[src/rtl/hcs_alarm_manager.sv]
// Alarm manager for healthCareSystem outputs: debounces five abnormality
// conditions into latched, acknowledgeable alarms and logs each raise in an event FIFO.
module hcs_alarm_manager #(
  parameter int DEBOUNCE   = 3,
  parameter int FIFO_DEPTH = 8,
  parameter int TS_WIDTH   = 8
) (
  input  logic                  clk,
  input  logic                  rst,
  input  logic                  sampleValid,
  input  logic                  presureAbnormality,
  input  logic                  bloodAbnormality,
  input  logic                  temperatureAbnormality,
  input  logic                  fallDetected,
  input  logic [3:0]            glycemicIndex,
  input  logic [3:0]            giHighLimit,
  input  logic [4:0]            ackAlarm,
  output logic [4:0]            alarmVector,
  output logic                  alarmAny,
  output logic                  evtValid,
  input  logic                  evtReady,
  output logic [TS_WIDTH+2:0]   evtData,
  output logic                  evtOverflow
);

  localparam int NCH = 5;
  localparam int AW  = $clog2(FIFO_DEPTH);
  localparam int EW  = TS_WIDTH + 3;
  localparam logic [3:0] DEB = 4'(DEBOUNCE);

  typedef enum logic [1:0] {IDLE, ARMING, ACTIVE, WAIT_CLEAR} ch_state_e;

  ch_state_e             state_q [NCH];
  ch_state_e             state_d [NCH];
  logic [3:0]            cnt_q   [NCH];
  logic [3:0]            cnt_d   [NCH];
  logic [TS_WIDTH-1:0]   cap_q   [NCH];
  logic [TS_WIDTH-1:0]   cap_d   [NCH];
  logic [NCH-1:0]        cond_in, cond_q, cond_d, raise, pending_q, pending_d;
  logic [TS_WIDTH-1:0]   ts_q, ts_d;

  logic [EW-1:0]         mem [FIFO_DEPTH];
  logic [AW-1:0]         wr_ptr_q, wr_ptr_d, rd_ptr_q, rd_ptr_d;
  logic [AW:0]           count_q, count_d;
  logic                  ovf_q, ovf_d;
  logic                  push_req, push_ok, pop, full;
  logic [EW-1:0]         push_data;
  logic [NCH-1:0]        push_mask;

  assign cond_in = {fallDetected, (glycemicIndex > giHighLimit),
                    temperatureAbnormality, bloodAbnormality, presureAbnormality};

  // State register
  // NOTE: sequential state uses non-blocking assignments so every register
  // samples pre-edge values regardless of statement order.
  always_ff @(posedge clk or posedge rst) begin
    if (rst) begin
      for (int i = 0; i < NCH; i++) begin
        state_q[i] <= IDLE;
        cnt_q[i]   <= '0;
        cap_q[i]   <= '0;
      end
      cond_q    <= '0;
      pending_q <= '0;
      ts_q      <= '0;
      wr_ptr_q  <= '0;
      rd_ptr_q  <= '0;
      count_q   <= '0;
      ovf_q     <= 1'b0;
    end else begin
      for (int i = 0; i < NCH; i++) begin
        state_q[i] <= state_d[i];
        cnt_q[i]   <= cnt_d[i];
        cap_q[i]   <= cap_d[i];
      end
      cond_q    <= cond_d;
      pending_q <= pending_d;
      ts_q      <= ts_d;
      wr_ptr_q  <= wr_ptr_d;
      rd_ptr_q  <= rd_ptr_d;
      count_q   <= count_d;
      ovf_q     <= ovf_d;
    end
  end

  // Next-state logic for the per-channel alarm FSMs
  always_comb begin
    // NOTE: every output of this block is defaulted first so no path can
    // leave a value unassigned and infer a latch.
    cond_d = sampleValid ? cond_in : cond_q;
    raise  = '0;
    for (int i = 0; i < NCH; i++) begin
      state_d[i] = state_q[i];
      cnt_d[i]   = cnt_q[i];
      unique case (state_q[i])
        IDLE: if (sampleValid && cond_in[i]) begin
          if (DEBOUNCE == 1 || i == NCH - 1) begin
            state_d[i] = ACTIVE;
            cnt_d[i]   = '0;
          end else begin
            state_d[i] = ARMING;
            cnt_d[i]   = 4'd1;
          end
        end
        ARMING: if (sampleValid) begin
          if (!cond_in[i]) begin
            state_d[i] = IDLE;
            cnt_d[i]   = '0;
          end else if (cnt_q[i] + 4'd1 >= DEB) begin
            state_d[i] = ACTIVE;
            cnt_d[i]   = '0;
          end else begin
            cnt_d[i]   = cnt_q[i] + 4'd1;
          end
        end
        // An ack landing with a strobe judges the freshly sampled condition
        ACTIVE: if (ackAlarm[i]) state_d[i] = cond_d[i] ? WAIT_CLEAR : IDLE;
        WAIT_CLEAR: if (sampleValid && !cond_in[i]) state_d[i] = IDLE;
        default: state_d[i] = IDLE;
      endcase
      raise[i] = (state_q[i] != ACTIVE) && (state_d[i] == ACTIVE);
      cap_d[i] = raise[i] ? ts_q : cap_q[i];
    end
  end

  // Outputs of the alarm FSMs
  always_comb begin
    alarmVector = '0;
    for (int i = 0; i < NCH; i++) alarmVector[i] = (state_q[i] == ACTIVE);
    alarmAny = |alarmVector;
  end

  // Pending-event arbitration: fall first, then channels 0..3 in index order
  always_comb begin
    push_mask = '0;
    push_data = '0;
    if (pending_q[4])      begin push_mask = 5'b10000; push_data = {3'd4, cap_q[4]}; end
    else if (pending_q[0]) begin push_mask = 5'b00001; push_data = {3'd0, cap_q[0]}; end
    else if (pending_q[1]) begin push_mask = 5'b00010; push_data = {3'd1, cap_q[1]}; end
    else if (pending_q[2]) begin push_mask = 5'b00100; push_data = {3'd2, cap_q[2]}; end
    else if (pending_q[3]) begin push_mask = 5'b01000; push_data = {3'd3, cap_q[3]}; end
    push_req  = |pending_q;
    pending_d = (pending_q & ~push_mask) | raise;
    ts_d      = sampleValid ? ts_q + TS_WIDTH'(1) : ts_q;
  end

  // Event FIFO control
  always_comb begin
    full     = (count_q == (AW+1)'(FIFO_DEPTH));
    pop      = evtValid && evtReady;
    push_ok  = push_req && (!full || pop);
    ovf_d    = ovf_q | (push_req && full && !pop);
    wr_ptr_d = push_ok ? wr_ptr_q + AW'(1) : wr_ptr_q;
    rd_ptr_d = pop ? rd_ptr_q + AW'(1) : rd_ptr_q;
    count_d  = count_q;
    if (push_ok && !pop)      count_d = count_q + (AW+1)'(1);
    else if (pop && !push_ok) count_d = count_q - (AW+1)'(1);
  end

  // NOTE: the storage array has no reset; emptiness is tracked by count_q and
  // evtData is gated, so stale contents are never observable.
  always_ff @(posedge clk) begin
    if (push_ok) mem[wr_ptr_q] <= push_data;
  end

  assign evtValid    = (count_q != '0);
  assign evtData     = evtValid ? mem[rd_ptr_q] : '0;
  assign evtOverflow = ovf_q;

endmodule

[config.mk]
export PLATFORM = sky130hd
export DESIGN_NAME = hcs_alarm_manager
export DESIGN_NICKNAME = d
export VERILOG_FILES = /design/src/rtl/hcs_alarm_manager.sv
export SDC_FILE = /design/constraint.sdc
export NUM_CORES = 1
export LEC_CHECK = 0
export ABC_AREA = 1
export CAP_MARGIN = 10
export CORE_MARGIN = 1.5
export CORE_UTILIZATION = 60
export CTS_BUF_LIST = sky130_fd_sc_hd__clkbuf_16
export DETAILED_ROUTE_END_ITERATION = 16
export PLACE_DENSITY_LB_ADDON = 0.12
export SYNTH_ARGS = -nofsm -noshare
export SYNTH_HDL_FRONTEND = slang
export SYNTH_SLANG_ARGS = --single-unit
[constraint.sdc]
create_clock -name clk -period 4.2 [get_ports clk]
set_input_delay 0.84 -clock clk [delete_from_list [all_inputs] [get_ports clk]]
set_output_delay 0.84 -clock clk [all_outputs]
set_load 0.005 [all_outputs]
==> results of run 1 <==
metal layers:
| layer | vias up | global-route usage, % | share of wire, % |
|---|---|---|---|
| li1 | 2997 | - | - |
| met1 | 3065 | 30.65 | 42 |
| met2 | 143 | 45.33 | 53 |
| met3 | 30 | 5.103 | 3.4 |
| met4 | 0 | 9.044 | 1.9 |
| met5 | - | 0 | 0 |
worst max-delay path, stage by stage (launching register included):
cell,delay [ns]
dfrtp_1,0.39
inv_2,0.58
nor2_1,0.12
o32ai_1,0.30
o21ai_0,0.16
nor2_1,0.16
clkdlybuf4s50_1,0.52
power groups by stage:
stage / sequential (W) / clock (W) / combinational (W)
2_1_floorplan: 0.00288 / 0 / 0.00177
3_3_place_gp: 0.00298 / 0 / 0.00246
3_5_place_dp: 0.00301 / 0 / 0.00260
4_1_cts: 0.00298 / 0.00158 / 0.00262
5_1_grt: 0.00305 / 0.00166 / 0.00294
6_report: 0.00298 / 0.00156 / 0.00261
cells in the mapped netlist (3+ instances only):
cell type	number
inv_1	75
nor2_1	151
a21oi_1	16
edfxtp_1	88
ha_1	20
xor2_1	12
nand2_1	146
a221oi_1	7
o21ai_1	6
a31oi_1	3
buf_2	9
nand3_2	3
nor3_1	4
a22oi_1	3
o32ai_1	22
dfrtp_1	99
xnor2_1	3
nand4_1	17
o21ai_0	71
a22o_1	7
nand3_1	38
clkbuf_1	16
o21bai_1	3
nand2_2	5
inv_2	4
how the worst max path moves through the flow:
| stage | end | from | slack [ns] |
|---|---|---|---|
| floorplan | cap_q[0] | rst | 0.77 |
| global placement | count_q[3] | evtReady | 1.12 |
| detailed placement | count_q[3] | evtReady | 1.0 |
| CTS | evtData[1] | rd_ptr_q[0] | 0.64 |
| global route | evtData[1] | rd_ptr_q[0] | 0.52 |
| finish | evtData[1] | rd_ptr_q[0] | 0.67 |
logic make-up after synthesis:
family                   Yosys count  share of synthesized area, %
AND/OR/NAND/NOR                  376                         18.98
XOR/XNOR                          15                         1.552
buffers and inverters            107                         4.892
flip-flops                       187                         60.48
multiplexers                       2                        0.2660
AO/OA/AOI/OAI                    145                         10.64
adder cells (fa/ha/maj)           21                         3.192
sequential cells by signal, indices dropped and copies added, names as in the netlist:
register / cells
cap_q: 40
cnt_q: 20
cond_q: 5
count_q: 4
evtOverflow: 1
mem: 88
pending_q: 5
rd_ptr_q: 3
state_q: 10
ts_q: 8
wr_ptr_q: 3
area by class of cell:
class                      count  area share, %
inverter                      80          3.140
tap                          180          2.336
timing repair buffer          51          4.983
sequential                   187          53.10
clock buffer                  17          4.412
multi-input combinational    559          30.40
clock inverter                15          1.622
through the flow:
step / cells / utilization (%)
after detailed placement: 1057 / 65.52
after CTS: 1089 / 69.73
final: 1089 / 69.73
after global placement: 1057 / 65.52
after floorplan: 853 / -
after global routing: 1089 / 69.73
==> flow_metrics.env, run 1 <==
export IMPL_status="complete, no violations"
export IMPL_synth_ff_type="dfrtp_1"
export IMPL_worstPathArrival_ns=2.69
export IMPL_min_period_ns=3.532
export IMPL_internal_power_w=0.004457
export IMPL_r2r_slack_ns=1.11
export IMPL_viasPerCell=5.725
export IMPL_layout_commonest_cell="nor2_1"
export IMPL_relSlewSlack_pct=37.23
export IMPL_min_delay_start="cap_q[7]"
export IMPL_power_static_leakage_nw=4.169
export IMPL_finClkSkew_ns=0.008300
export IMPL_die_w_um=121.8
export IMPL_cts_setup_buffers=0
export IMPL_layout_common_cells="151 x nor2_1, 146 x nand2_1, 99 x dfrtp_1"
export IMPL_min_to="cap_q[7]"
export IMPL_setup_slack_ns=0.6675
export IMPL_worstPathMaxFanout=45
export IMPL_overflow=0
export IMPL_power_density_mw_per_mm2=742.3
export IMPL_period_share_pct=84.11
export IMPL_hold_violations=0
export IMPL_tightest_slew_ns=0.9381
export IMPL_p_comb_share_pct=36.5
export IMPL_ir_drop_v=0.0003445
export IMPL_p_switching_w=0.002699
export IMPL_synth_distinct_cells=46
export IMPL_synth_area_top_cells="edfxtp_1 31%, dfrtp_1 29%, nor2_1 6.7%"
export IMPL_vias=6235
export IMPL_die_area_mm2=0.01483
export IMPL_cts_tree="done"
export IMPL_path_class="reg -> out"
export IMPL_port_buffers=39
export IMPL_fmax_ghz=0.2831
export IMPL_crit_path_end_kind="output port"
export IMPL_r2r_end="count_q[3]"
export IMPL_r2r_start="count_q[0]"
export IMPL_cts_buffers_inserted=17
export IMPL_place_area_mm2=0.009060
export IMPL_grt_pass1_vias=6092
export IMPL_postRouteAntennaNets=0
export IMPL_setup_viol=0
export IMPL_drive_above_1_share_pct=7.371
export IMPL_synth_top_cell_area_share_pct=31.21
export IMPL_chipHeight_um=121.8
export IMPL_reg2reg_depth=15
export IMPL_startpoint_type="flip-flop"
export IMPL_drt_pass1_iterations=8
export IMPL_hold_slack_ns=0.4759
export IMPL_p_sw_share_pct=37.72
export IMPL_initial_core_util_pct=61.23
export IMPL_drt_iter0_markers=604
export IMPL_synth_cells=853
export IMPL_areaGrowthSynthToFinish_pct=13.89
export IMPL_rsz0062_at_grt="no"
export IMPL_diodes=0
export IMPL_yosys_area_top_type="edfxtp_1"
export IMPL_hold_path_class="reg -> reg"
export IMPL_grt_use_total_pct=25.42
export IMPL_drc=0
export IMPL_hold_depth=2
export IMPL_num_rows=43
export IMPL_clk_insertion_delay_late_ns=0.44
export IMPL_synth_edf_count=88
export IMPL_cts_repair_resized=0
export IMPL_syn_area_mm2=0.008466
export IMPL_syn_nets=895
export IMPL_core_area_mm2=0.01383
export IMPL_dp_hpwl_um=12270
export IMPL_multi_input_area_mm2=0.002932
export IMPL_clk_pin_slew_ns=0.07
export IMPL_drv_cap=0
export IMPL_ios=40
export IMPL_cts_max_level=4
export IMPL_dp_slack_ns=0.9986
export IMPL_yosysWarnings=0
export IMPL_clockBufferDepth=2
export IMPL_synth_seq_cells=187
export IMPL_ctsHoldBuffers=0
export IMPL_power_frac_clock_pct=21.9
export IMPL_yosysSeqAreaShare_pct=60.48
export IMPL_clock_sinks=187
export IMPL_nets=938
export IMPL_wire_per_inst_um=16.10
export IMPL_final_seq_area_mm2=0.005120
export IMPL_fillCellCount=992
export IMPL_antenna_found_initial=0
export IMPL_grt_max_degree=58
export IMPL_grt_pass1_wl_um=28990
export IMPL_syn_avg_cell_area_um2=9.925
export IMPL_seq_power_share_pct=41.7
export IMPL_routed_wl_um=17530
export IMPL_async_reset_ff_share_pct=52.94
export IMPL_maxSlewViolCount=0
export IMPL_fin_area_mm2=0.009642
export IMPL_crit_required_ns=3.36
export IMPL_total_power_w=0.007157
export IMPL_gp_congestion=0.8335
export IMPL_finalSetupTns_ns=0
export IMPL_clock_tree_root_cell="clkbuf_16"
Power figures use the tool's default switching activity.
==> inputs of run 2 (changes only) <==
--- a/config.mk
+++ b/config.mk
@@ -8,7 +8,7 @@
 export ABC_AREA = 1
 export CAP_MARGIN = 10
 export CORE_MARGIN = 1.5
-export CORE_UTILIZATION = 60
+export CORE_UTILIZATION = 54
 export CTS_BUF_LIST = sky130_fd_sc_hd__clkbuf_16
 export DETAILED_ROUTE_END_ITERATION = 16
 export PLACE_DENSITY_LB_ADDON = 0.12
==> constraint.sdc (replaced) <==
create_clock -name clk -period 2.9 [get_ports clk]
set_input_delay 0.58 -clock clk [delete_from_list [all_inputs] [get_ports clk]]
set_output_delay 0.58 -clock clk [all_outputs]
set_load 0.005 [all_outputs]
==> run 2 against run 1 <==
  * Non-clock buffer count increased by 12
  * Via count rose by 2.1%
  * Final cell count grew 3.9%
  * Combinational power increased by 59%
  * First-iteration DRC count rose by 8.3%
  * Critical path type unchanged
==> flow_metrics.env, run 2 (synthesis gave the netlist of run 1 again) <==
export IMPL_status="complete, no violations"
export IMPL_use_met3_pct=3.381
export IMPL_finClkSkew_ns=0.01127
export IMPL_period_share_pct=97.61
export IMPL_tightest_slew_ns=0.8197
export IMPL_grt_pass1_vias=6379
export IMPL_top_register="mem"
export IMPL_die_w_um=128.2
export IMPL_routed_wl_um=18790
export IMPL_drc=0
export IMPL_ios=40
export IMPL_vias=6363
export IMPL_hold_path_class="reg -> reg"
export IMPL_diodes=0
export IMPL_crit_slowest_cell="clkdlybuf4s50_1"
export IMPL_core_area_mm2=0.01526
export IMPL_fmax_ghz=0.3533
export IMPL_cts_tree="done"
export IMPL_largest_register_ffs=88
export IMPL_postRouteAntennaNets=0
export IMPL_setup_viol=0
export IMPL_clk_pin_slew_ns=0.07
export IMPL_chipHeight_um=128.2
export IMPL_power_density_mw_per_mm2=1082
export IMPL_initial_core_util_pct=55.48
export IMPL_busiest_layer="met2"
export IMPL_viasPerCell=5.621
export IMPL_clk_insertion_delay_late_ns=0.43
export IMPL_finalSetupTns_ns=0
export IMPL_overflow=0
export IMPL_crit_path_end_kind="output port"
export IMPL_crit_required_ns=2.32
export IMPL_areaGrowthSynthToFinish_pct=16.91
export IMPL_min_period_ns=2.831
export IMPL_drive_above_1_share_pct=9.012
export IMPL_wire_per_inst_um=16.60
export IMPL_drt_iter0_markers=654
export IMPL_worstPathMaxFanout=11
export IMPL_dp_hpwl_um=12360
export IMPL_cts_max_level=4
export IMPL_hold_violations=0
export IMPL_grt_use_total_pct=24.56
export IMPL_layout_common_cells="151 x nor2_1, 146 x nand2_1, 98 x dfrtp_1"
export IMPL_clock_sinks=187
export IMPL_layout_commonest_cell="nor2_1"
export IMPL_reg_top3="mem x88, cap_q x40, cnt_q x20"
export IMPL_drt_pass1_iterations=5
export IMPL_grt_met2_usage_pct=42.60
export IMPL_gp_congestion=0.8651
export IMPL_rsz0062_at_grt="yes"
export IMPL_crit_chain="buf_4, nor2_1, o32ai_1, o21ai_0, nor2_1, clkdlybuf4s50_1"
export IMPL_maxSlewViolCount=0
export IMPL_clock_tree_root_cell="clkbuf_16"
export IMPL_power_static_leakage_nw=4.288
export IMPL_grt_max_degree=100
export IMPL_antenna_found_initial=0
export IMPL_die_area_mm2=0.01644
export IMPL_grt_pass1_wl_um=31350
export IMPL_relSlewSlack_pct=45.15
export IMPL_grt_use_met1_pct=31.18
export IMPL_worstPathArrival_ns=2.25
export IMPL_cts_setup_buffers=0
export IMPL_startpoint_type="flip-flop"
export IMPL_final_core_util_pct=64.86
export IMPL_num_rows=45
export IMPL_drv_cap=0
export IMPL_ir_drop_v=0.0004971
export IMPL_cts_buffers_inserted=17
export IMPL_clockBufferDepth=2
export IMPL_slowest_delay_ns=0.53
export IMPL_port_buffers=39
export IMPL_nets=950
export IMPL_path_class="reg -> out"
export IMPL_cp_common_cell="nor2_1"
-- run 2: changes by cell type in the layout (fill, tap and decap cells not counted), sizes merged --
cell	before	now
buf	12	22
clkdlybuf4s50	39	36
dlymetal6s2s	0	3
clkinvlp	2	4
inv	86	87
clkinv	6	3
clkbuf	17	19
-- run 2: worst paths after layout --
path	from	to	slack [ns]	depth (start not counted)
max	rd_ptr_q[0]	evtData[10]	0.07	6
min	cap_q[0]	cap_q[0]	0.48	2
max reg2reg	pending_q[1]	count_q[3]	0.40	15
min reg2reg	cap_q[0]	cap_q[0]	0.48	2
max in group asynchronous	rst	pending_q[1]	1.84	3
min in group asynchronous	rst	cnt_q[3]	0.62	3
-- run 2: layout make-up --
type | count | area (µm²)
Fill cell | 1182 | 5361
Tap cell | 211 | 264.0
Inverter | 80 | 309.0
Sequential cell | 187 | 5121
Clock inverter | 15 | 152.6
Timing Repair Buffer | 63 | 670.6
Multi-Input combinational cell | 559 | 2954
Clock buffer | 17 | 425.4
-- run 2: report_power, final --
group | leakage [nW] | switching (W) | internal, W
logic | 1.95 | 0.00249 | 0.00165
registers | 2.06 | 0.000494 | 0.00379
clock network | 0.278 | 0.00107 | 0.00122
-- run 2: layer usage --
layer  part of all wire [%]  routed length, µm
met1                     43               8052
met2                     51               9598
met3                    3.9                729
met4                    2.2                409
met5                      0                  0
-- run 2: critical path: cells and delay by family, from the launching register on --
kind | cells | cell delay, ns
flops | 1 | 0.44
buf+inv | 2 | 0.74
simple gates | 2 | 0.27
compound gates | 2 | 0.35
-- run 2: metrics by stage --
stage               power (W)  worst slack (ns)  instances  area, µm²  hold slack, ns
CTS                   0.01062           0.03134       1130       9803          0.4801
detailed placement   0.008313           0.08481       1098       9225          0.4635
finish                0.01071           0.06933       1132       9897          0.4777
global route          0.01147          -0.05734       1132       9897          0.5101
floorplan            0.006735            0.5518        853       8469          0.4426
global placement     0.008099            0.1567       1098       9225          0.4560
-- run 2: what timing repair did --
item | in CTS | in global routing
hold buffers | 0 | 0
endpoints found under the setup margin | 0 | 11
resized for setup | 0 | 13
==> inputs of run 3 (changes only) <==
--- a/config.mk
+++ b/config.mk
@@ -7,8 +7,10 @@
 export LEC_CHECK = 0
 export ABC_AREA = 1
 export CAP_MARGIN = 10
+export CELL_PAD_IN_SITES_DETAIL_PLACEMENT = 1
+export CELL_PAD_IN_SITES_GLOBAL_PLACEMENT = 2
 export CORE_MARGIN = 1.5
-export CORE_UTILIZATION = 54
+export CORE_UTILIZATION = 35
 export CTS_BUF_LIST = sky130_fd_sc_hd__clkbuf_16
 export DETAILED_ROUTE_END_ITERATION = 16
 export PLACE_DENSITY_LB_ADDON = 0.12
==> run 3 against run 2 <==
  * Final cell count rose by 10%
  * Clock power barely moved
  * Worst hold slack got worse by 0.0011 ns
  * Count of clock-buffer cells in the layout did not move
  * Via count fell by 1.6%
  * Clock skew barely moved
  * Non-clock buffer count rose by 6
  * Sequential share of layout area fell by 0.86 points
  * Register-to-register slack got worse by 0.08 ns
  * Largest cell class unchanged
==> flow_metrics.env, run 3 (synthesis gave the netlist of run 1 again) <==
export IMPL_status="complete, no violations"
export IMPL_postRouteAntennaNets=0
export IMPL_nets=956
export IMPL_clock_tree_root_cell="clkbuf_16"
export IMPL_num_rows=56
export IMPL_p_switching_w=0.004152
export IMPL_clk_insertion_delay_late_ns=0.43
export IMPL_hold_depth=2
export IMPL_drive_above_1_share_pct=9.924
export IMPL_period_share_pct=95.28
export IMPL_reg_top3="mem x88, cap_q x40, cnt_q x20"
export IMPL_seq_power_share_pct=39.8
export IMPL_ir_drop_v=0.0004293
export IMPL_power_static_leakage_nw=4.326
export IMPL_worstPathMaxFanout=20
export IMPL_rsz0062_at_grt="no"
export IMPL_grt_max_degree=60
export IMPL_crit_chain="buf_6, nor2_1, o32ai_1, o21ai_0, nor2_1, clkdlybuf4s50_1"
export IMPL_dp_slack_ns=0.005340
export IMPL_crit_slowest_cell="clkdlybuf4s50_1"
export IMPL_antenna_found_initial=0
export IMPL_die_area_mm2=0.02513
export IMPL_areaGrowthSynthToFinish_pct=18.87
export IMPL_tightest_slew_ns=0.7245
export IMPL_layout_common_cells="151 x nor2_1, 146 x nand2_1, 98 x dfrtp_1"
export IMPL_clockBufferDepth=2
export IMPL_cts_tree="done"
export IMPL_grt_pass1_vias=6739
export IMPL_diodes=0
export IMPL_slowest_delay_ns=0.50
export IMPL_drv_cap=0
export IMPL_finalSetupTns_ns=0
export IMPL_internal_power_w=0.006598
export IMPL_reg2reg_depth=15
export IMPL_gp_congestion=0.7967
export IMPL_path_class="reg -> out"
export IMPL_startpoint_type="flip-flop"
export IMPL_wire_per_inst_um=16.89
export IMPL_viasPerCell=5.026
export IMPL_top_register="mem"
export IMPL_fmax_ghz=0.3619
export IMPL_power_frac_clock_pct=21.4
export IMPL_power_density_mw_per_mm2=1068
export IMPL_maxSlewViolCount=0
export IMPL_fillCellCount=2665
export IMPL_vias=6262
export IMPL_crit_path_end_kind="output port"
export IMPL_grt_pass1_wl_um=34580
export IMPL_cts_buffers_inserted=17
export IMPL_hold_path_class="reg -> reg"
export IMPL_relSlewSlack_pct=51.70
export IMPL_min_period_ns=2.763
export IMPL_cp_common_cell="nor2_1"
export IMPL_initial_core_util_pct=35.85
export IMPL_drt_pass1_iterations=4
export IMPL_drt_iter0_markers=302
export IMPL_grt_use_total_pct=18.01
export IMPL_setup_viol=0
export IMPL_finClkSkew_ns=0.01155
export IMPL_setup_slack_ns=0.1370
export IMPL_clk_pin_slew_ns=0.08
export IMPL_clock_sinks=187
export IMPL_port_buffers=39
export IMPL_crit_required_ns=2.32
export IMPL_layout_commonest_cell="nor2_1"
export IMPL_drc=0
export IMPL_cts_max_level=4
export IMPL_routed_wl_um=21050
export IMPL_overflow=0
export IMPL_largest_register_ffs=88
export IMPL_p_comb_share_pct=38.7
export IMPL_ios=40
export IMPL_dp_hpwl_um=14860
export IMPL_core_area_mm2=0.02361
export IMPL_hold_violations=0
export IMPL_worstPathArrival_ns=2.18
export IMPL_p_sw_share_pct=38.63
export IMPL_die_w_um=158.5
export IMPL_chipHeight_um=158.5
run 3: cell types whose count changed in the layout (fill, tap and decap cells not counted), moves of 2 or more:
| cell | delta |
|---|---|
| inv_8 | +5 |
| o32ai_2 | +2 |
| o32ai_1 | -2 |
| clkinvlp_4 | -2 |
| buf_4 | +8 |
| inv_6 | -4 |
| clkbuf_16 | -2 |
run 3: path summary, 6_finish.rpt:
kind / slack (ns) / end / start
worst max-delay path: 0.14 / evtData[7] / rd_ptr_q[0]
min in group asynchronous: 0.57 / cnt_q[3] / rst
worst min-delay path: 0.48 / cap_q[6] / cap_q[6]
worst min register to register: 0.48 / cap_q[6] / cap_q[6]
worst max register to register: 0.32 / count_q[3] / count_q[0]
max in group asynchronous: 1.62 / cap_q[20] / rst
run 3: area by class of cell:
| cell class | instances | area, µm² | share of cell area (%) |
|---|---|---|---|
| flip-flops and latches | 187 | 5121 | 50.89 |
| clock buffers | 17 | 425.4 | 4.227 |
| multi-input cells | 559 | 2975 | 29.57 |
| inverters | 80 | 306.5 | 3.046 |
| clock inverters | 15 | 157.7 | 1.567 |
| well taps | 319 | 399.1 | 3.966 |
| repair buffers | 69 | 678.2 | 6.739 |
run 3: stage by stage:
step / area, µm² / std cells / hold slack (ns) / power, W / util [%]
after floorplan: 8469 / 853 / 0.4426 / 0.006735 / -
after global placement: 9388 / 1213 / 0.4627 / 0.008234 / 39.76
after detailed placement: 9388 / 1213 / 0.4618 / 0.008464 / 39.76
after CTS: 9993 / 1246 / 0.4806 / 0.01083 / 42.32
after global routing: 10060 / 1246 / 0.5015 / 0.01157 / 42.62
final: 10060 / 1246 / 0.4767 / 0.01075 / 42.62
run 3: power groups by stage:
stage | registers [W] | clock network [W] | logic, W
floorplan | 0.00417 | 0 | 0.00256
global placement | 0.00429 | 0 | 0.00394
detailed placement | 0.00434 | 0 | 0.00413
CTS | 0.00428 | 0.00237 | 0.00418
global route | 0.00439 | 0.00247 | 0.00471
finish | 0.00428 | 0.00231 | 0.00416
run 3: critical path: cells and delay by family (launching register included):
kind	cells	cell delay [ns]
AOI/OAI and AO/OA	2	0.41
buffers and inverters	2	0.71
DFF	1	0.45
and+or+nand+nor	2	0.19
run 3: timing repair:
item / in CTS / in global routing
pin swaps: 0 / 4
setup endpoints to repair: 10 / 9
gates resized for setup: 4 / 15
setup buffers: 1 / 0
hold buffers: 0 / 0
run 3: routing by layer:
metal / vias up / part of all wire, % / GRT usage [%]
li1: 3021 / - / -
met3: 13 / 1.8 / 2.994
met1: 3176 / 44 / 21.09
met2: 52 / 53 / 33.81
met4: 0 / 1.3 / 4.851
met5: - / 0 / 0
